===== src/rtl/line_bank_wren_ctrl.sv =====
// Line-buffer bank write-enable controller.
// Steers incoming pixels into one of NUM_BANKS line RAMs and tracks how many
// complete lines are waiting for the consumer. A line whose start finds every
// bank occupied is discarded whole and counted.
module line_bank_wren_ctrl #(
    parameter int unsigned NUM_BANKS = 2,
    parameter int unsigned LINE_LEN  = 1280,
    localparam int unsigned ADDR_W   = $clog2(LINE_LEN),
    localparam int unsigned BANK_W   = (NUM_BANKS > 2) ? $clog2(NUM_BANKS) : 1
) (
    input  logic                 clk,
    input  logic                 aclr_n,
    input  logic                 sof,
    input  logic                 data_valid,
    input  logic                 rd_release,
    output logic [NUM_BANKS-1:0] wren,
    output logic [ADDR_W-1:0]    wr_addr,
    output logic [BANK_W-1:0]    wr_bank,
    output logic [BANK_W-1:0]    rd_bank,
    output logic [BANK_W:0]      lines_avail,
    output logic                 line_done,
    output logic                 drop_active,
    output logic [15:0]          drop_count,
    output logic                 overflow
);

    localparam logic [ADDR_W-1:0] LastPix  = ADDR_W'(LINE_LEN - 1);
    localparam logic [BANK_W-1:0] LastBank = BANK_W'(NUM_BANKS - 1);
    localparam logic [BANK_W:0]   AllFull  = (BANK_W + 1)'(NUM_BANKS);
    localparam logic [BANK_W:0]   AvailOne = (BANK_W + 1)'(1);

    logic [ADDR_W-1:0]    cnt_q, cnt_d;
    logic                 drop_line_q, drop_line_d;
    logic [NUM_BANKS-1:0] wren_q, wren_d;
    logic [ADDR_W-1:0]    wr_addr_q, wr_addr_d;
    logic [BANK_W-1:0]    wr_bank_q, wr_bank_d;
    logic [BANK_W-1:0]    rd_bank_q, rd_bank_d;
    logic [BANK_W:0]      avail_q, avail_d;
    logic                 line_done_q, line_done_d;
    logic                 drop_active_q, drop_active_d;
    logic [15:0]          drop_cnt_q, drop_cnt_d;
    logic                 ovf_q, ovf_d;

    logic [ADDR_W-1:0] cnt_eff;
    logic              drop_eff;
    logic              dropping_now;
    logic              last_pix;
    logic              store_done;
    logic              drop_done;
    logic              rel_ok;

    function automatic logic [BANK_W-1:0] bank_inc(input logic [BANK_W-1:0] b);
        return (b == LastBank) ? '0 : b + BANK_W'(1);
    endfunction

    // Next-state: pixel counter, drop decision, bank rotation and line accounting.
    always_comb begin
        // sof restarts the line; a same-cycle pixel becomes pixel 0
        cnt_eff      = sof ? '0 : cnt_q;
        drop_eff     = sof ? 1'b0 : drop_line_q;
        dropping_now = (cnt_eff == '0) ? (avail_q == AllFull) : drop_eff;
        last_pix     = data_valid && (cnt_eff == LastPix);
        store_done   = last_pix && !dropping_now;
        drop_done    = last_pix && dropping_now;
        rel_ok       = rd_release && (avail_q != '0);

        cnt_d         = cnt_eff;
        drop_line_d   = drop_eff;
        wren_d        = '0;
        wr_addr_d     = wr_addr_q;
        drop_active_d = drop_eff;
        if (data_valid) begin
            cnt_d         = last_pix ? '0 : cnt_eff + ADDR_W'(1);
            drop_line_d   = last_pix ? 1'b0 : dropping_now;
            wren_d        = dropping_now ? '0 : (NUM_BANKS'(1) << wr_bank_q);
            wr_addr_d     = cnt_eff;
            // stays high through the final discarded pixel, clears afterwards
            drop_active_d = dropping_now;
        end

        line_done_d = store_done;
        wr_bank_d   = store_done ? bank_inc(wr_bank_q) : wr_bank_q;
        rd_bank_d   = rel_ok ? bank_inc(rd_bank_q) : rd_bank_q;

        avail_d = avail_q;
        if (store_done && !rel_ok) begin
            avail_d = avail_q + AvailOne;
        end else if (!store_done && rel_ok) begin
            avail_d = avail_q - AvailOne;
        end

        drop_cnt_d = drop_cnt_q;
        if (drop_done && (drop_cnt_q != 16'hFFFF)) begin
            drop_cnt_d = drop_cnt_q + 16'd1;
        end
        ovf_d = ovf_q | drop_done;
    end

    // State and registered outputs, cleared asynchronously.
    always_ff @(posedge clk or negedge aclr_n) begin
        if (!aclr_n) begin
            cnt_q         <= '0;
            drop_line_q   <= 1'b0;
            wren_q        <= '0;
            wr_addr_q     <= '0;
            wr_bank_q     <= '0;
            rd_bank_q     <= '0;
            avail_q       <= '0;
            line_done_q   <= 1'b0;
            drop_active_q <= 1'b0;
            drop_cnt_q    <= '0;
            ovf_q         <= 1'b0;
        end else begin
            cnt_q         <= cnt_d;
            drop_line_q   <= drop_line_d;
            wren_q        <= wren_d;
            wr_addr_q     <= wr_addr_d;
            wr_bank_q     <= wr_bank_d;
            rd_bank_q     <= rd_bank_d;
            avail_q       <= avail_d;
            line_done_q   <= line_done_d;
            drop_active_q <= drop_active_d;
            drop_cnt_q    <= drop_cnt_d;
            ovf_q         <= ovf_d;
        end
    end

    assign wren        = wren_q;
    assign wr_addr     = wr_addr_q;
    assign wr_bank     = wr_bank_q;
    assign rd_bank     = rd_bank_q;
    assign lines_avail = avail_q;
    assign line_done   = line_done_q;
    assign drop_active = drop_active_q;
    assign drop_count  = drop_cnt_q;
    assign overflow    = ovf_q;

endmodule


===== config.mk =====
export PLATFORM = sky130hd
export DESIGN_NAME = line_bank_wren_ctrl
export DESIGN_NICKNAME = d
export VERILOG_FILES = /design/src/rtl/line_bank_wren_ctrl.sv
export SDC_FILE = /design/constraint.sdc
export NUM_CORES = 1
export LEC_CHECK = 0
export ABC_AREA = 1
export BUFFER_PORTS_ARGS = -buffer_cell sky130_fd_sc_hd__clkbuf_2
export CELL_PAD_IN_SITES_DETAIL_PLACEMENT = 0
export CELL_PAD_IN_SITES_GLOBAL_PLACEMENT = 1
export CORE_MARGIN = 2
export CORE_UTILIZATION = 29
export CTS_BUF_LIST = sky130_fd_sc_hd__clkbuf_8 sky130_fd_sc_hd__clkbuf_16
export DETAILED_ROUTE_END_ITERATION = 8
export HOLD_SLACK_MARGIN = 0.03
export PLACE_DENSITY_LB_ADDON = 0.1
export SLEW_MARGIN = 20
export SYNTH_ARGS = -nofsm -noshare
export SYNTH_HDL_FRONTEND = slang
export SYNTH_SLANG_ARGS = --single-unit

===== constraint.sdc =====
create_clock -name clk -period 6.3 [get_ports clk]
set_input_delay 0.315 -clock clk [delete_from_list [all_inputs] [get_ports clk]]
set_output_delay 0.315 -clock clk [all_outputs]
set_load 0.02 [all_outputs]

# Word level (Yosys, flattened, before mapping)
# Index checks and enable logic that the tools add are counted.
[classes]
muxes = 14
bitwise_logic = 1
reduce_logical = 13
n_addsub = 6
div_mod_pow = 0
mul = 0
n_eq_ne = 3
n_shift = 1
n_lt_le_gt_ge = 0
[ops]
columns = ["operator", "count"]
rows = [
  ["$mux W11", 3],
  ["$add A16 B1 Y16 const B", 1],
  ["$ne A16 B16 Y1 const B", 1],
  ["$add A11 B1 Y11 const B", 1],
  ["$eq A11 B11 Y1 const B", 1],
  ["$logic_not A11 Y1", 1],
  ["$mux W2", 4],
  ["$logic_and A1 B1 Y1", 7],
  ["$mux W1", 7],
  ["$reduce_bool A2 Y1", 2],
  ["$logic_not A1 Y1", 3],
  ["$add A1 B1 Y1 const B", 2],
  ["$add A2 B1 Y2 const B", 1],
  ["$eq A2 B2 Y1 const B", 1],
  ["$shl A1 B1 Y2 const A", 1],
  ["$sub A2 B1 Y2 const B", 1],
  ["$or A1 B1 Y1", 1],
]
[totals]
reg_bits = 48
word_cells = 49
input_bits = 5
mem_bits_rw = 0
mem_count = 0
out_inout_bits = 36
latchBits = 0
mem_bits_ro = 0

# Logic depth before layout (Yosys ltp)
# Gate-level depths: netlist (run 1).
[depth]
depth_word = 9
depth_mapped = 14
mapped_depth_nobuf = 12

# Worst setup path after synthesis (run 1)
# Ideal clock, no wire load.
[synth_timing]
path_type = "in2reg"
start = "input port sof"
end = "register avail_q[1] (netlist: lines_avail[1])"
required_time_ns = 6.169
setup_ns = 0.131
stages = 12
t_arrival_ns = 1.864
path_slack_ns = 4.305
n_path_buf = 0
cell_sequence = "inv_2 > nand2_1 > inv_1 > ha_1 > nand3_1 > nor2_2 > nand4_1 > nor2_1 > ha_1 > a21oi_1 > o21ai_0 > xor2_1"
[synth_between]
elab_chain_len = 8
word_cells_on_any_way = 13
classes_between = "1 x eq/ne; 4 x mux; 8 x reduce/logical"
[synth_rtl]
columns = ["item", "line_no", "source"]
rows = [
  ["from (decl)", "13", "input logic sof,"],
  ["$mux W11", "59", "cnt_eff = sof ? '0 : cnt_q;"],
  ["$logic_not A11 Y1", "61", "dropping_now = (cnt_eff == '0) ? (avail_q == AllFull) : drop_eff;"],
  ["$mux W1", "61", ""],
  ["$logic_not A1 Y1", "63", "store_done = last_pix && !dropping_now;"],
  ["$logic_and A1 B1 Y1 (*)", "63", ""],
  ["net line_done_d", "39", "logic line_done_q, line_done_d;"],
  ["$logic_not A1 Y1", "88", "end else if (!store_done && rel_ok) begin"],
  ["$logic_and A1 B1 Y1", "88", ""],
  ["$reduce_bool A2 Y1 (no source line)", "-", ""],
  ["to (signal assigned)", "120", "avail_q <= avail_d;"],
  ["to (decl)", "38", "logic [BANK_W:0] avail_q, avail_d;"],
]
# Mark *: on every way through the listed nets, which the timed path passes. The rest lies on a longest branch.
# A chain may end at the register's enable or synchronous reset.

# Worst setup path in the final report (run 1)
# Same ends and word-level chain as after synthesis.

==> results of run 1 <==
[per-layer routing]
layer | track usage (%) | vias to the layer above | part of all wire [%]
li1 | - | 1120 | -
met1 | 21.6 | 987 | 55
met2 | 19.6 | 30 | 41
met3 | 2.86 | 5 | 2.9
met4 | 3.48 | 0 | 1.0
met5 | 0 | - | 0
[through the flow]
step | total power [uW] | worst slack [ps] | utilization (%) | hold WS, ps | std cells
floorplan | 435 | 4310 | - | 19.4 | 321
global placement | 466 | 3680 | 32.6 | 464 | 466
detailed placement | 466 | 3560 | 32.6 | 464 | 466
CTS | 661 | 3890 | 33.5 | 141 | 474
global route | 692 | 3720 | 33.5 | 162 | 474
finish | 647 | 3920 | 33.5 | 119 | 474
[cell families (layout without fill, tap and decap cells)]
family          after synthesis  after routing
simple gates                188            188
fa+ha+maj                     3              3
compound gates               26             26
flops                        48             48
buf+inv                      41             83
xor+xnor                     15             15
[worst reg2reg max path, stage by stage (launching register included)]
cell,delay [ps]
dfrtp_1,390
nand2_1,130
inv_1,100
ha_1,160
nand3_1,80
nor2_2,160
nand4_1,220
nor2_1,210
ha_1,280
a21oi_1,130
o21ai_0,110
xor2_1,150
[power groups by stage]
stage / logic (uW) / registers, uW / clock network (uW)
after floorplan: 73.2 / 361 / 0
after global placement: 122 / 344 / 0
after detailed placement: 122 / 344 / 0
after CTS: 122 / 338 / 201
after global routing: 135 / 342 / 215
final: 119 / 338 / 191
[flip-flops by register name, indices dropped and copies added (netlist names), 2 cells and up]
register / cells
drop_count: 16
cnt_q: 11
wr_addr: 11
lines_avail: 2
wren: 2
[worst paths after layout]
kind	end	start	cells past startpoint	slack, ps
max	lines_avail[1]	sof	13	3920
min	wr_addr[5]	aclr_n	2	120
max reg2reg	lines_avail[1]	cnt_q[0]	11	4070
min reg2reg	rd_bank	rd_bank	1	480
max in group asynchronous	cnt_q[3]	aclr_n	2	5760
min in group clk	rd_bank	rd_release	3	340
[layout by cell type (no fill, tap or decap), types with 2 or more instances in the layout]
cell and count:
a21oi_1 4, buf_4 2, clkbuf_2 40, clkbuf_8 5, clkinv_2 2, dfrtp_1 48
ha_1 3, inv_1 32, nand2_1 77, nand2_2 13, nand2_4 5, nand3_1 22
nand3_2 3, nand3_4 2, nand4_1 21, nor2_1 30, nor2_2 4, nor2_4 3
nor3_1 3, o21ai_0 19, xnor2_1 7, xor2_1 8
[area by class of cell]
type	count	area, um2
multi-input cells	232	1290
fillers	969	6050
well taps	111	139
flip-flops and latches	48	1200
clock buffers	5	68.8
repair buffers	42	215
inverters	33	124
clock inverters	3	18.8
==> impl_metrics.toml, run 1 <==
[sta]
relSlewSlack_pct = 57.5
fmax_mhz = 419
final-setup-viol-count = 0
grt_setup_unrepaired = "false"
slew_violations = 0
hold_viol = 0
worstMarginPinSlew_ps = 638
finalCritPeriodShare_pct = 37.8
setup_tns_ps = 0
fin_worst_skew_ps = 6.20
finalCriticalPeriod_ps = 2380

[layout]
drive_above_1_share_pct = 23.4
area_growth_pct = 13.5
nets = 370
fin_area_mm2 = 0.00306
diodes = 0

[critical_path]
crit_type = "in -> reg"
critical_path.slowest_cell = "inv_2"
crit_fanout = 15
critPathRequiredTime_ps = 6490
path_cells = "clkbuf_2 -> inv_2 -> nand2_1 -> inv_1 -> ha_1 -> nand3_1 -> nor2_2 -> nand4_1 -> nor2_1 -> ha_1 -> a21oi_1 -> o21ai_0 -> xor2_1"
startpoint_type = "primary input"
crit_top_cell = "ha_1"
arrival_ps = 2570
critPathTopFamily = "simple AND/OR/NAND/NOR gates"
endpoint_kind = "flip-flop"
critPathMaxStageDelay_ps = 320
path_buf_inv = 3

[yosys]
synth_area_leaders = "dfrtp_1 (45%), nand2_1 (11%), nand4_1 (4.9%), inv_1 (4.5%), nor2_1 (4.2%)"
synth_top_family_by_area = "simple AND/OR/NAND/NOR gates"
synth-compound-area-share_pct = 5.07
synth_warnings = 0
synth_seq_cells = 48
synthTopCellsByCount = "nand2_1 (77), dfrtp_1 (48), inv_1 (32)"
synth-edff-count = 0
yosysTopAreaCellShare_pct = 44.6
yosysMostFrequentCell = "nand2_1"
syn_area_mm2 = 0.00269
synth-seq-area-share_pct = 44.6
synth.distinct_cells = 33
synth-xor-area-share_pct = 4.88
synth_mux_area_share_pct = 0
synth_cells = 321
syn-num-nets = 329
yosys.area_share.adder_pct = 1.39
yosys.area.top_type = "dfrtp_1"
async_reset_ff_share_pct = 100
ys.flop_type = "dfrtp_1"
avgSynthCellArea_um2 = 8.38
yosys.area_share.simple_pct = 36.5

[pwr]
ir_drop_mv = 0.0828
p_per_area_mw_per_mm2 = 212
combPwrFrac_pct = 18.4
switching_power_uw = 208
leakagePower_uw = 0.00158
swShare_pct = 32.2
power.internal_uw = 439
sequentialPowerShare_pct = 52.2
power.share.clock_pct = 29.5

[floorplanning]
fp.dieH_um = 100
start_util_pct = 29.5
row_count = 35
boundaryPins = 41
die-area_mm2 = 0.0101
core_area_mm2 = 0.00911
die_w_um = 100

[route]
first_pass_iters = 4
drcViolationCount = 0
ant_nets = 0
wl_per_cell_um = 13.7
drt-total-wl_mm = 6.52
detailedRoute.firstIterationViolations = 41
vias_per_cell = 4.52
routed-via-count = 2142

[clock_network]
cts_tree = "built"
cts_root_buf = "clkbuf_8"
cts_sinks = 48
cts_setup_buffers = 0
cts_buffer_depth = 2
cts_max_level = 2
cts.repair.resized = 0
cts_buffers = 5
insertion_delay_ps = 300
cts_hold_buf = 0
path_clk_slew_ps = 90

[placement]
place.gp.congestion = 0.777
placed_area_mm2 = 0.00297
dp_hpwl_mm = 4.71
place.port_buffers = 40

[global_routing]
track_usage_pct = 13.9
grt_max_degree = 49
grt_pass1_vias = 2073
grt_pass1_wl_mm = 11.0
antenna_found_initial = 0
grt_overflow = 0

[min_path]
hold_class = "in -> async"

[outcome]
status = "completed"

[run]
drv_cap = 0
Power figures use the tool's default switching activity.
==> inputs of run 2 (changes only) <==
--- a/config.mk
+++ b/config.mk
@@ -5,7 +5,7 @@
 export SDC_FILE = /design/constraint.sdc
 export NUM_CORES = 1
 export LEC_CHECK = 0
-export ABC_AREA = 1
+export ABC_AREA = 0
 export BUFFER_PORTS_ARGS = -buffer_cell sky130_fd_sc_hd__clkbuf_2
 export CELL_PAD_IN_SITES_DETAIL_PLACEMENT = 0
 export CELL_PAD_IN_SITES_GLOBAL_PLACEMENT = 1
==> constraint.sdc (replaced) <==
create_clock -name clk -period 2.1 [get_ports clk]
set_input_delay 0.105 -clock clk [delete_from_list [all_inputs] [get_ports clk]]
set_output_delay 0.105 -clock clk [all_outputs]
set_load 0.02 [all_outputs]
==> run 2 against run 1 <==
  * The flow now finishes with violations (negative setup slack)
  * Clock-buffer cell count unchanged
  * Clock skew is 4.6 ps higher
  * Final area grew 4.3%
  * Final cell count is 18% lower
  * Synthesized cell count is 36% lower
  * Power grew to 2.7 times the previous value
  * Synthesized area decreased by 15%
  * Via count shrank 17%
  * Clock power grew to 3.6 times the previous value
  * Combinational power about the same
  * Die area fell by 14%
  * Largest power group unchanged
  * Highest routed layer unchanged
==> impl_metrics.toml, run 2 <==
[outcome]
status = "finished with violations"
failed_checks = "negative setup slack"

[yosys]
syn_area_mm2 = 0.00230
yosysMostFrequentCell = "dfrtp_1"
synth_area_leaders = "dfrtp_1 (52%), xnor2_1 (6.5%), mux2_2 (3.9%), xor2_1 (3.1%), o21ai_0 (2.6%)"
synth_mux_area_share_pct = 5.01
avgSynthCellArea_um2 = 11.2
synth-compound-area-share_pct = 5.72
syn-num-nets = 213
synthTopCellsByCount = "dfrtp_1 (48), xnor2_1 (17), nand2_1 (12), o21ai_0 (12), nand3_1 (10)"
yosysTopAreaCellShare_pct = 52.3
async_reset_ff_share_pct = 100
synth.distinct_cells = 41
synth_seq_cells = 48
yosys.area_share.simple_pct = 23.3
synth_top_family_by_area = "simple AND/OR/NAND/NOR gates"
yosys.area_share.adder_pct = 1.63
synth-xor-area-share_pct = 9.53
synth_warnings = 0
synth-edff-count = 0
synth_cells = 205
synth-seq-area-share_pct = 52.3
yosys.area.top_type = "dfrtp_1"
ys.flop_type = "dfrtp_1"

[placement]
placed_cells = 369
place.gp.congestion = 0.748
place_ws_ps = -46.2
dp_hpwl_mm = 4.00
place.port_buffers = 40

[route]
drcViolationCount = 0
wl_per_cell_um = 14.1
ant_nets = 0
top_layer_used = "met4"
wl_met3_um = 157
drt-total-wl_mm = 5.48
detailedRoute.firstIterationViolations = 38
routed-via-count = 1776
vias_per_cell = 4.55
wl_met2_mm = 2.83
drt-met1-wl_mm = 2.47
first_pass_iters = 4

[pwr]
leakagePower_uw = 0.00159
power_uw = 1740
p_per_area_mw_per_mm2 = 547
ir_drop_mv = 0.252

[sta]
grt_setup_unrepaired = "true"
slew_violations = 0
fmax_mhz = 475
fin_worst_skew_ps = 10.8
worstMarginPinSlew_ps = 674
finalCriticalPeriod_ps = 2110
hold_viol = 0
worst_slack_ps = -6.57
relSlewSlack_pct = 55.0
final-setup-viol-count = 1
fin_hold_ws_ps = 167
finalCritPeriodShare_pct = 100

[floorplanning]
boundaryPins = 41
die_w_um = 93
start_util_pct = 29.9
fp.dieH_um = 93
row_count = 32
core_area_mm2 = 0.00769
die-area_mm2 = 0.00865

[global_routing]
antenna_found_initial = 0
grt_pass1_wl_mm = 9.29
grt_max_degree = 27
track_usage_pct = 13.6
grt_pass1_vias = 1882
grt_overflow = 0

[layout]
layoutNonFillerInstCount = 390
mostFrequentLayoutCells = "dfrtp_1 (48), clkbuf_2 (40), buf_4 (37)"
multi_input_area_mm2 = 0.00118
mostFrequentLayoutCell = "dfrtp_1"
fin_util_pct = 41.4
fillerInstances = 793
area_growth_pct = 38.7
nets = 295
register_area_mm2 = 0.00120
drive_above_1_share_pct = 42.0
diodes = 0
largest_register_ffs = 16

[critical_path]
crit_type = "reg -> reg"
arrival_ps = 2290
critPathRequiredTime_ps = 2280
endpoint_kind = "flip-flop"
crit_fanout = 2
startpoint_type = "flip-flop"

[clock_network]
cts_tree = "built"
path_clk_slew_ps = 100
cts_sinks = 48
cts_buffers = 5
cts_root_buf = "clkbuf_8"
insertion_delay_ps = 300
cts_max_level = 2
cts_buffer_depth = 2

[run]
drv_cap = 0

[min_path]
hold_class = "in -> reg"
## run 2: cell count changes after synthesis, moves of 5 or more
cell     delta
mux2_2      +8
and2_1      +5
and3_1      +6
nor2_1     -21
nand4_1    -12
nand2_1    -65
nand3_1    -12
nand2_2    -13
xnor2_1    +10
o21ai_0     -7
inv_1      -25
nand2_4     -5
## run 2: logic make-up (layout without fill, tap and decap cells)
kind of cell	Yosys count	count (layout)
buffers and inverters	14	97
and+or+nand+nor	85	85
AOI/OAI and AO/OA	20	20
DFF	48	48
xor gates and xnor gates	25	25
adders and majority gates	3	3
muxes	10	10
## run 2: path summary, 6_finish.rpt
kind | end | depth (start not counted) | slack [ps] | from
hold reg to reg | wren[0] | 1 | 480 | wr_bank
max in group asynchronous | drop_count[11] | 3 | 1160 | aclr_n
min in group asynchronous | wr_addr[7] | 2 | 360 | aclr_n
setup / recovery | lines_avail[1] | 10 | -7 | cnt_q[1]
hold / removal | cnt_q[1] | 3 | 170 | sof
setup reg to reg | lines_avail[1] | 10 | -7 | cnt_q[1]
## run 2: what timing repair did
item,CTS,global route
setup buffers,7,5
endpoints found under the setup margin,1,10
hold endpoints to repair,24,0
pin swaps,5,7
hold buffers,1,0
resized for setup,8,16
## run 2: power by group
group	leakage [uW]	switching, uW	internal (uW)
Clock	0.0000541	331	353
Combinational	0.000869	65.9	55.8
Sequential	0.000664	4.41	932
## run 2: layer usage
| metal | global-route usage (%) | vias up |
|---|---|---|
| met3 | 2.82 | 2 |
| met2 | 24.2 | 25 |
| met4 | 2.94 | 0 |
| met5 | 0 | - |
| met1 | 16.9 | 869 |
| li1 | - | 880 |
## run 2: metrics by stage
step | area [um2] | TNS [ps]
6_report | 3190 | -6.57
4_1_cts | 3040 | -20.7
3_3_place_gp | 2840 | -10.8
2_1_floorplan | 2310 | -40.9
3_5_place_dp | 2840 | -46.2
5_1_grt | 3190 | -213
## run 2: cell type report
cell class                      instances  share of cell area (%)
Sequential cell                        48                    37.7
Inverter                                7                   0.825
Multi-Input combinational cell        143                    37.0
Timing Repair Buffer                   82                    17.0
Clock buffer                            5                    2.16
Tap cell                              102                    4.01
Clock inverter                          3                    1.34
## run 2: critical path, stage by stage (launching register included)
cell     delay, ps
dfrtp_1        390
buf_4          140
nor4_4         240
buf_4          160
a31oi_4         90
mux2_4         340
nor2_4         150
ha_4           150
xor2_2         160
nor2_2          50
xor2_1         130
==> inputs of run 3 (changes only) <==
==> config.mk (replaced) <==
export PLATFORM = sky130hd
export DESIGN_NAME = line_bank_wren_ctrl
export DESIGN_NICKNAME = d
export VERILOG_FILES = /design/src/rtl/line_bank_wren_ctrl.sv
export SDC_FILE = /design/constraint.sdc
export NUM_CORES = 1
export LEC_CHECK = 0
export ABC_AREA = 1
export BUFFER_PORTS_ARGS = -buffer_cell sky130_fd_sc_hd__clkbuf_2
export CORE_MARGIN = 2
export CORE_UTILIZATION = 29
export CTS_BUF_LIST = sky130_fd_sc_hd__clkbuf_8 sky130_fd_sc_hd__clkbuf_16
export DETAILED_ROUTE_END_ITERATION = 8
export HOLD_SLACK_MARGIN = 0.03
export PLACE_DENSITY = 0.49
export SLEW_MARGIN = 20
export SYNTH_ARGS = -nofsm -noshare
export SYNTH_HDL_FRONTEND = slang
export SYNTH_SLANG_ARGS = --single-unit
==> run 3 against run 2 <==
  * The run now ends clean
  * Critical path type unchanged
  * Non-clock buffer count decreased by 27
  * Sequential power grew 8%
  * Critical path depth rose by 1
  * Final cell count up 25%
  * First-iteration DRC count rose to 3.3 times the previous value
  * Clock-buffer cell count grew 1
  * Clock power is 18% lower
  * Core utilization shrank 6.6 points
==> impl_metrics.toml, run 3 (synthesized netlist as in run 1, its figures left out) <==
[critical_path]
critPathTopFamily = "simple AND/OR/NAND/NOR gates"
endpoint_kind = "flip-flop"
startpoint_type = "flip-flop"
critical_path.slowest_cell = "dfrtp_1"
crit_type = "reg -> reg"
path_buf_inv = 1
rrSetupSlack_ps = 210
critPathMaxStageDelay_ps = 370
reg2reg_depth = 11
critPathRequiredTime_ps = 2280
crit_fanout = 3
reg2reg_from = "cnt_q[0]"
path_cells = "nand2_1 -> inv_1 -> ha_1 -> nand3_1 -> nor2_2 -> nand4_1 -> nor2_2 -> ha_1 -> a21oi_1 -> o21ai_1 -> xor2_1"
arrival_ps = 2060
r2r_end = "lines_avail[1]"

[global_routing]
grt_max_degree = 49
track_usage_pct = 13.6
grt_overflow = 0
grt_pass1_vias = 2179
grt_pass1_wl_mm = 10.9
antenna_found_initial = 0

[pwr]
combPwrFrac_pct = 19.5
power.share.clock_pct = 28.7
leakagePower_uw = 0.00165
ir_drop_mv = 0.265
switching_power_uw = 595
sequentialPowerShare_pct = 51.8
swShare_pct = 30.3
p_per_area_mw_per_mm2 = 618
power.internal_uw = 1370

[clock_network]
cts_root_buf = "clkbuf_8"
path_clk_slew_ps = 90
insertion_delay_ps = 300
cts_sinks = 48
cts_buffer_depth = 2
cts_buffers = 5
cts_max_level = 2
cts_tree = "built"

[layout]
layoutNonFillerInstCount = 487
nets = 383
diodes = 0
mostFrequentLayoutCells = "nand2_1 (77), dfrtp_1 (48), clkbuf_2 (40)"
largest_register_ffs = 16
drive_above_1_share_pct = 25.5
fillerInstances = 965
area_growth_pct = 17.9
mostFrequentLayoutCell = "nand2_1"

[route]
routed-via-count = 2225
detailedRoute.firstIterationViolations = 125
drcViolationCount = 0
ant_nets = 0
vias_per_cell = 4.57
drt-total-wl_mm = 6.31
wl_per_cell_um = 13.0
first_pass_iters = 4

[placement]
place.port_buffers = 40
place.gp.congestion = 0.864
dp_hpwl_mm = 4.60
placed_cells = 476

[outcome]
status = "completed"

[floorplanning]
fp.dieH_um = 100
row_count = 35
die_w_um = 100
boundaryPins = 41
die-area_mm2 = 0.0101
start_util_pct = 29.5
core_area_mm2 = 0.00911

[sta]
finalCritPeriodShare_pct = 89.8
fmax_mhz = 530
fin_worst_skew_ps = 10.5
finalCriticalPeriod_ps = 1890
worstMarginPinSlew_ps = 387
final-setup-viol-count = 0
slew_violations = 0
grt_setup_unrepaired = "false"
hold_viol = 0
relSlewSlack_pct = 74.1
setup_tns_ps = 0

[run]
drv_cap = 0

[min_path]
worst_hold_startpoint = "rd_release"
holdPathStages = 3
hold_end = "rd_bank"
hold_class = "in -> reg"
run 3: cell types whose count changed in the layout (fill, tap and decap cells not counted), moves of 10 or more:
cell,change
nand2_1,+66
inv_1,+29
buf_4,-24
nor2_1,+22
nand2_2,+12
nand3_1,+12
nand4_1,+12
xnor2_1,-10
run 3: layout make-up:
class | instances | area, um2 | area share, %
Clock buffer | 6 | 82.6 | 2.60
Clock inverter | 2 | 7.51 | 0.237
Timing Repair Buffer | 55 | 328 | 10.3
Multi-Input combinational cell | 232 | 1290 | 40.7
Sequential cell | 48 | 1200 | 37.9
Tap cell | 111 | 139 | 4.38
Inverter | 33 | 124 | 3.90
run 3: metrics by stage:
step           setup slack, ps  util, %  area [um2]  hold WS, ps  total power (uW)
6_report                   215     34.8        3170          136              1960
5_1_grt                   14.4     34.8        3170          168              2080
4_1_cts                   80.0     34.6        3160          125              2000
3_5_place_dp               112     33.5        3060          124              1410
3_3_place_gp               190     33.5        3060          117              1410
2_1_floorplan              110        -        2690         -191              1300
run 3: worst max-delay path by stage:
stage	from	endpoint	slack, ps	depth (start not counted)
2_1_floorplan	cnt_q[8]	lines_avail[1]	110	12
3_3_place_gp	sof	lines_avail[1]	190	13
3_5_place_dp	sof	lines_avail[1]	110	13
4_1_cts	cnt_q[0]	lines_avail[1]	80	11
5_1_grt	cnt_q[0]	lines_avail[1]	10	11
6_report	cnt_q[0]	lines_avail[1]	210	11
run 3: routing by layer:
metal / vias up / routed length (um) / global-route usage (%) / part of all wire (%)
met3: 5 / 256 / 2.86 / 4.1
met4: 0 / 82 / 4.21 / 1.3
met2: 42 / 2730 / 20.6 / 43
met1: 1036 / 3240 / 19.5 / 51
li1: 1142 / - / - / -
met5: - / 0 / 0 / 0
run 3: worst reg2reg max path: cells and delay by family, from the launching register on:
| kind | cells | cell delay [ps] |
|---|---|---|
| AOI/OAI and AO/OA | 2 | 210 |
| xor gates and xnor gates | 1 | 140 |
| adders and majority gates | 2 | 430 |
| buffers and inverters | 1 | 60 |
| DFF | 1 | 370 |
| and+or+nand+nor | 5 | 580 |
run 3: timing repair:
action                                  CTS  global route
gates resized for setup                   0             2
endpoints found under the hold margin    48             0
buffers inserted                          0             2
hold buffers                              1             0
endpoints found under the setup margin    0             1
run 3: power groups by stage:
stage | clock network [uW] | logic, uW | registers, uW
final | 563 | 382 | 1010
after global routing | 632 | 428 | 1020
after CTS | 603 | 383 | 1020
after detailed placement | 0 | 379 | 1030
after global placement | 0 | 376 | 1030
after floorplan | 0 | 220 | 1080
